[config.mk]
export PLATFORM = sky130hd
export DESIGN_NAME = ap_ctrl_sequencer
export DESIGN_NICKNAME = d
export VERILOG_FILES = /design/src/rtl/ap_ctrl_pkg.sv /design/src/rtl/ap_period_tick.sv /design/src/rtl/ap_ctrl_sequencer.sv
export SDC_FILE = /design/constraint.sdc
export NUM_CORES = 1
export LEC_CHECK = 0
export CAP_MARGIN = 25
export CORE_MARGIN = 2
export CORE_UTILIZATION = 25
export CTS_BUF_LIST = sky130_fd_sc_hd__clkbuf_4
export CTS_CLUSTER_DIAMETER = 40
export DETAILED_ROUTE_END_ITERATION = 7
export PLACE_DENSITY_LB_ADDON = 0.08
export SLEW_MARGIN = 20
export SYNTH_ARGS = -nofsm -noshare
export SYNTH_HDL_FRONTEND = slang
export SYNTH_HIERARCHICAL = 1
export SYNTH_SLANG_ARGS = --single-unit
[constraint.sdc]
create_clock -name HCLK -period 3.5 [get_ports HCLK]
set_clock_uncertainty 0.05 [all_clocks]
set_input_delay 0.525 -clock HCLK [delete_from_list [all_inputs] [get_ports HCLK]]
set_output_delay 0.525 -clock HCLK [all_outputs]
set_load 0.03 [all_outputs]
[src/rtl/ap_ctrl_pkg.sv]
// Shared types and defaults for the ap_ctrl_hs sequencer.
package ap_ctrl_pkg;

    // Default parameter values for the sequencer and its period counter.
    localparam int AP_PERIOD_DEF  = 10000;
    localparam int AP_TIMEOUT_DEF = 1000000;
    localparam int AP_CNT_W       = 32;

    // Width of the completed-run counter (wraps 0xFFFF -> 0).
    localparam int AP_RUN_W       = 16;

    // Sequencer states. The encoding is visible on the dbg_state port.
    typedef enum logic [1:0] {
        ST_IDLE  = 2'd0,
        ST_START = 2'd1,
        ST_RUN   = 2'd2,
        ST_ERROR = 2'd3
    } ap_state_e;

    // True while a run is in flight (the core owns the handshake).
    function automatic logic ap_state_active(input ap_state_e s);
        return (s == ST_START) || (s == ST_RUN);
    endfunction

endpackage

[src/rtl/ap_period_tick.sv]
// Periodic trigger source: counts 0..PERIOD-1 while enabled and flags the
// last count. Held at zero while disabled, so the first tick lands PERIOD
// cycles after enable rises.
module ap_period_tick
    import ap_ctrl_pkg::*;
#(
    parameter int PERIOD = AP_PERIOD_DEF,
    parameter int CNT_W  = AP_CNT_W
) (
    input  logic clk,
    input  logic rst,
    input  logic enable,
    output logic tick
);

    localparam logic [CNT_W-1:0] CNT_LAST = CNT_W'(PERIOD - 1);
    localparam logic [CNT_W-1:0] CNT_ONE  = CNT_W'(1);

    logic [CNT_W-1:0] cnt_q;
    logic [CNT_W-1:0] cnt_d;
    logic             at_last;

    // Next count: wrap at PERIOD-1, hold at zero while disabled.
    always_comb begin
        at_last = (cnt_q == CNT_LAST);
        cnt_d   = cnt_q + CNT_ONE;
        if (!enable || at_last) begin
            cnt_d = '0;
        end
        tick = enable && at_last;
    end

    // Counter register with synchronous reset.
    always_ff @(posedge clk) begin
        if (rst) begin
            cnt_q <= '0;
        end else begin
            cnt_q <= cnt_d;
        end
    end

endmodule

[src/rtl/ap_ctrl_sequencer.sv]
// Drives an HLS core through the ap_ctrl_hs handshake. Runs are launched by
// a periodic tick or a software trigger when the core is idle; latency and
// completed runs are recorded, dropped triggers and hung runs are flagged.
//
// Handshake: ap_start acts as "valid" for a run request. It rises the cycle
// after an accepted trigger and is held until ap_ready is sampled high (the
// core has taken the request); it drops the following cycle. ap_done is a
// single-cycle completion strobe; it only counts while a run is in flight,
// and in START it completes the run only together with ap_ready.
module ap_ctrl_sequencer
    import ap_ctrl_pkg::*;
#(
    parameter int PERIOD  = AP_PERIOD_DEF,
    parameter int TIMEOUT = AP_TIMEOUT_DEF,
    parameter int CNT_W   = AP_CNT_W
) (
    input  logic                HCLK,
    input  logic                HRESET,
    input  logic                enable,
    input  logic                soft_trigger,
    input  logic                err_clr,
    output logic                ap_start,
    input  logic                ap_ready,
    input  logic                ap_done,
    input  logic                ap_idle,
    output logic                busy,
    output logic                done_pulse,
    output logic [AP_RUN_W-1:0] run_count,
    output logic [CNT_W-1:0]    last_latency,
    output logic                overrun,
    output logic                timeout_err,
    output logic [1:0]          dbg_state
);

    localparam logic [CNT_W-1:0]    LAT_ONE   = CNT_W'(1);
    localparam logic [CNT_W-1:0]    LAT_LIMIT = CNT_W'(TIMEOUT);
    localparam logic [AP_RUN_W-1:0] RUN_ONE   = AP_RUN_W'(1);

    // FSM and latency counter.
    ap_state_e        state_q;
    ap_state_e        state_d;
    logic [CNT_W-1:0] lat_q;
    logic [CNT_W-1:0] lat_d;

    // Registered outputs.
    logic                ap_start_q;
    logic                ap_start_d;
    logic                busy_q;
    logic                busy_d;
    logic                done_pulse_q;
    logic                done_pulse_d;
    logic [AP_RUN_W-1:0] run_count_q;
    logic [AP_RUN_W-1:0] run_count_d;
    logic [CNT_W-1:0]    last_latency_q;
    logic [CNT_W-1:0]    last_latency_d;
    logic                overrun_q;
    logic                overrun_d;
    logic                timeout_err_q;
    logic                timeout_err_d;

    // Per-cycle events decoded by the FSM.
    logic tick;
    logic trigger;
    logic run_complete;
    logic trig_drop;
    logic run_timeout;

    ap_period_tick #(
        .PERIOD (PERIOD),
        .CNT_W  (CNT_W)
    ) u_period_tick (
        .clk    (HCLK),
        .rst    (HRESET),
        .enable (enable),
        .tick   (tick)
    );

    // Next-state logic: launch, handshake progress, completion and timeout.
    always_comb begin
        state_d      = state_q;
        lat_d        = lat_q;
        run_complete = 1'b0;
        trig_drop    = 1'b0;
        run_timeout  = 1'b0;
        trigger      = tick | soft_trigger;

        case (state_q)
            ST_IDLE: begin
                // A spurious ap_done here is simply not looked at.
                if (trigger) begin
                    if (ap_idle) begin
                        state_d = ST_START;
                        lat_d   = LAT_ONE;
                    end else begin
                        trig_drop = 1'b1;
                    end
                end
            end

            ST_START: begin
                lat_d     = lat_q + LAT_ONE;
                trig_drop = trigger;
                if (ap_ready && ap_done) begin
                    run_complete = 1'b1;
                    state_d      = ST_IDLE;
                end else if ((lat_q == LAT_LIMIT) && !ap_done) begin
                    run_timeout = 1'b1;
                    state_d     = ST_ERROR;
                end else if (ap_ready) begin
                    state_d = ST_RUN;
                end
            end

            ST_RUN: begin
                lat_d     = lat_q + LAT_ONE;
                trig_drop = trigger;
                if (ap_done) begin
                    run_complete = 1'b1;
                    state_d      = ST_IDLE;
                end else if (lat_q == LAT_LIMIT) begin
                    run_timeout = 1'b1;
                    state_d     = ST_ERROR;
                end
            end

            ST_ERROR: begin
                // Triggers are deliberately ignored until software clears.
                if (err_clr) begin
                    state_d = ST_IDLE;
                end
            end

            default: begin
                state_d = ST_IDLE;
            end
        endcase
    end

    // Output next values; sticky flags give a new event priority over err_clr.
    always_comb begin
        ap_start_d     = (state_d == ST_START);
        busy_d         = ap_state_active(state_d);
        done_pulse_d   = run_complete;
        run_count_d    = run_count_q;
        last_latency_d = last_latency_q;
        overrun_d      = overrun_q;
        timeout_err_d  = timeout_err_q;

        if (run_complete) begin
            run_count_d    = run_count_q + RUN_ONE;
            last_latency_d = lat_q;
        end

        if (trig_drop) begin
            overrun_d = 1'b1;
        end else if (err_clr) begin
            overrun_d = 1'b0;
        end

        if (run_timeout) begin
            timeout_err_d = 1'b1;
        end else if (err_clr) begin
            timeout_err_d = 1'b0;
        end
    end

    // State, counter and output registers with synchronous reset.
    always_ff @(posedge HCLK) begin
        if (HRESET) begin
            state_q        <= ST_IDLE;
            lat_q          <= '0;
            ap_start_q     <= 1'b0;
            busy_q         <= 1'b0;
            done_pulse_q   <= 1'b0;
            run_count_q    <= '0;
            last_latency_q <= '0;
            overrun_q      <= 1'b0;
            timeout_err_q  <= 1'b0;
        end else begin
            state_q        <= state_d;
            lat_q          <= lat_d;
            ap_start_q     <= ap_start_d;
            busy_q         <= busy_d;
            done_pulse_q   <= done_pulse_d;
            run_count_q    <= run_count_d;
            last_latency_q <= last_latency_d;
            overrun_q      <= overrun_d;
            timeout_err_q  <= timeout_err_d;
        end
    end

    assign ap_start     = ap_start_q;
    assign busy         = busy_q;
    assign done_pulse   = done_pulse_q;
    assign run_count    = run_count_q;
    assign last_latency = last_latency_q;
    assign overrun      = overrun_q;
    assign timeout_err  = timeout_err_q;
    assign dbg_state    = state_q;

endmodule

==> summary.md <==
| Metric | Value |
|---|---|
| Slowest Stage Delay on Critical Path | 0.62 ns |
| Die Ht | 152.2 um |
| Slew headroom | 0.4317 |
| Clock buffer depth | 2 |
| Synth Area in Simple Gates | 0.2966 |
| Crit start category | flip-flop |
| Setup violators final | 0 |
| Leak Pwr | 2.012 nW |
| Initial antenna violation count | 1 |
| Fmax | ~310 MHz |
| WS Path Type | reg2reg |
| First drt pass iteration count | 4 |
| Slowest cell on crit path | or4_1 |
| Vias post-DR | 4908 |
| Crit path max fanout | 10 |
| Status | finished, final reports clean |
| Hold_ws | between 0.4 and 0.5 ns |
| Max capacitance violation total | 0 |
| Xor and xnor area share after synthesis | 0.06542 |
| Cell Area, Placed | 0.006385 mm^2 |
| Power density over cell area | 363.6 mW/mm^2 |
| Worst-path clk slew | 0.12 ns |
| Vias in the first global route | approximately 4800 |
| Family with the most delay on the worst path | simple AND/OR/NAND/NOR gates |
| DIE AREA | 0.02316 mm^2 |
| Final wirelength | roughly 15000 um |
| GRT Residual Overflow | 0 |
| Fillers | ~2300 |
| Setup repair bufs after CTS | 0 |
| Post-Syn Nets | 675 |
| Peak supply drop | 0.1504 mV |
| H-tree lvl count | 4 |
| Final Instance Area | ~0.0066 mm^2 |
| HP Class | reg2reg |
| Top post-synthesis cells by area | dfxtp_1 (43%), nand2_1 (6.1%), a21oi_1 (6.0%), nor2_1 (3.9%), xnor2_1 (3.8%) |
| Main combinational cell family by area after synthesis | simple AND/OR/NAND/NOR gates |
| Synth unique cells | 56 |
| CTS root buf | clkbuf_4 |
| Yosys reg bits | 119 |
| Clock Latency Late Sink | approximately 0.54 ns |
| Crit path time final | between 3 and 4 ns |
| Final HPWL DP | 10780 um |
| Clk sinks | 119 |
| Most frequent CP cell | or4_1 |
| Mux cell area share after synthesis | 0.007294 |
| P&R area growth vs syn | 21.13% |
| YS warnings | 6 |
| Cell Rows | 54 |
| Post-synthesis compound-gate area fraction | 0.1395 |
| Die width | 152.2 um |
| CTS tree | done |
| TritonCTS buffer count | 17 |
| Seq/Total Area, Yosys | 0.4340 |
| Final Max Slew Viols | 0 |
| Setup tns final | 0 ns |
| Initial core utilization | 0.2531 |
| Largest net degree at the start of global routing | 40 |
| Critical path cell sequence | nand3_1 > or4_1 > nor3_1 > and2_1 > o21a_1 > o2111ai_1 > or4_1 > a21oi_1 |
| Slew @ Worst Pin | between 0.8 and 0.9 ns |
| Cells after Synth | 657 |
| Post-Syn Area | 0.005489 mm^2 |
| Vias/cell | approximately 4.9 |
| IO Port Bufs | 62 |
| CP Capture Type | flip-flop |
| CTS resizes | 0 |
| Post-synth EDFFs | 0 |
| Yosys top cell by area | dfxtp_1 |
| WL/cell | 15.06 um |
| Synth top area share | 0.4340 |
| Drt initial violations | 297 |
| Buffer and inverter count on the worst path | 0 |
| GR Util All Layers | 0.1349 |
| Tcrit/Tclk final | 0.9089 |
| CP arrival | 3.60 ns |
| Drc violations | 0 |
| Hold Violations, Final | 0 |
| Fin nets | 734 |
| Avg Inst Size Synth | 8.355 um^2 |
| Synth async-reset ratio | 0 |
| Layout cells sized above 1 | 0.07270 |
| Hold_buf cts | 0 |
| Pwr Total | 2.417 mW |
| Core region area | 0.02169 mm^2 |
| Synth Area in Adders | 0.02279 |
| Ports | 63 |
| CP required | a little under 4 ns |
| RSZ-0062 raised after global routing | false |
| Global-route wire length before repair | 25590 um |
| Gpl congestion | 0.8025 |
| Number of antenna-violating nets in the routed design | 0 |
| Top_reg_cell synth | dfxtp_1 |
-- worst min-delay path, stage by stage (launching register included) --
cell	delay, ns
dfxtp_1	0.32
nand2_1	0.05
a21oi_1	0.05
-- cell families after synthesis --
logic type	Yosys count
AND/OR/NAND/NOR	310
AO/OA/AOI/OAI	125
flip-flops	119
buffers and inverters	48
XOR/XNOR	41
adder cells (fa/ha/maj)	10
multiplexers	4
-- cells in the mapped netlist, drive strengths merged, types with 2 or more instances --
cell type and instances:
a2111oi 2, a211oi 4, a21o 2, a21oi 67, and2 4, and3 11, and4 9, buf 8
clkbuf 21, clkinv 3, dfxtp 119, ha 10, inv 16, mux2i 4, nand2 89, nand3 35
nand3b 6, nand4 23, nand4b 2, nor2 59, nor2b 5, nor3 8, nor3b 2, nor4 15
nor4b 5, o211ai 4, o21ai 16, o31ai 13, o41ai 6, or2 4, or3 12, or3b 2
or4 15, or4b 4, xnor2 24, xor2 17
-- cell usage in the layout (no fill, tap or decap), types with 16 or more instances in the layout --
cell type,n
inv_1,16
nor2_1,56
clkdlybuf4s50_1,61
nand4_1,22
dfxtp_1,119
xor2_1,17
xnor2_1,24
a21oi_1,66
clkbuf_4,17
nand3_1,35
nand2_1,89
-- flip-flops by register name (all words and copies together) (netlist names) --
register	flops
last_latency	32
ap_start	1
done_pulse	1
run_count	16
overrun	1
busy	1
u_period_tick/cnt_q	32
lat_q	32
timeout_err	1
dbg_state	2
-- final timing paths --
check / startpoint / end / slack [ns] / cells past startpoint
max: u_period_tick/cnt_q[8] / lat_q[29] / 0.32 / 8
min: last_latency[29] / last_latency[29] / 0.41 / 2
max reg2reg: u_period_tick/cnt_q[8] / lat_q[29] / 0.32 / 8
min reg2reg: last_latency[29] / last_latency[29] / 0.41 / 2
-- power breakdown --
part | internal, mW | switching [mW]
combinational | 0.0377 | 0.0798
clock | 0.351 | 0.580
sequential | 1.36 | 0.00759
-- per-stage QoR --
| stage | worst slack (ns) | utilization | instances |
|---|---|---|---|
| 2_1_floorplan | 0.9132 | - | 657 |
| 3_3_place_gp | 0.4684 | 0.2944 | 976 |
| 3_5_place_dp | 0.3775 | 0.2944 | 976 |
| 4_1_cts | 0.3427 | 0.3062 | 1008 |
| 5_1_grt | 0.09431 | 0.3066 | 1010 |
| 6_report | 0.3188 | 0.3066 | 1010 |
-- layout make-up --
class | count | area [um^2] | area share
tap | 280 | 350.3 | 0.05269
antenna | 1 | 2.502 | 0.0003764
timing repair buffer | 69 | 665.6 | 0.1001
clock buffer | 17 | 127.6 | 0.01919
sequential | 119 | 2382 | 0.3583
clock inverter | 15 | 128.9 | 0.01938
multi-input combinational | 490 | 2920 | 0.4392
inverter | 19 | 71.32 | 0.01073
-- routing by layer --
metal	GRT usage	routed length, um
met5	0	0
met4	0.05073	296
met3	0.03015	573
met2	0.1963	6308
met1	0.1943	8027
Power figures use the tool's default switching activity.
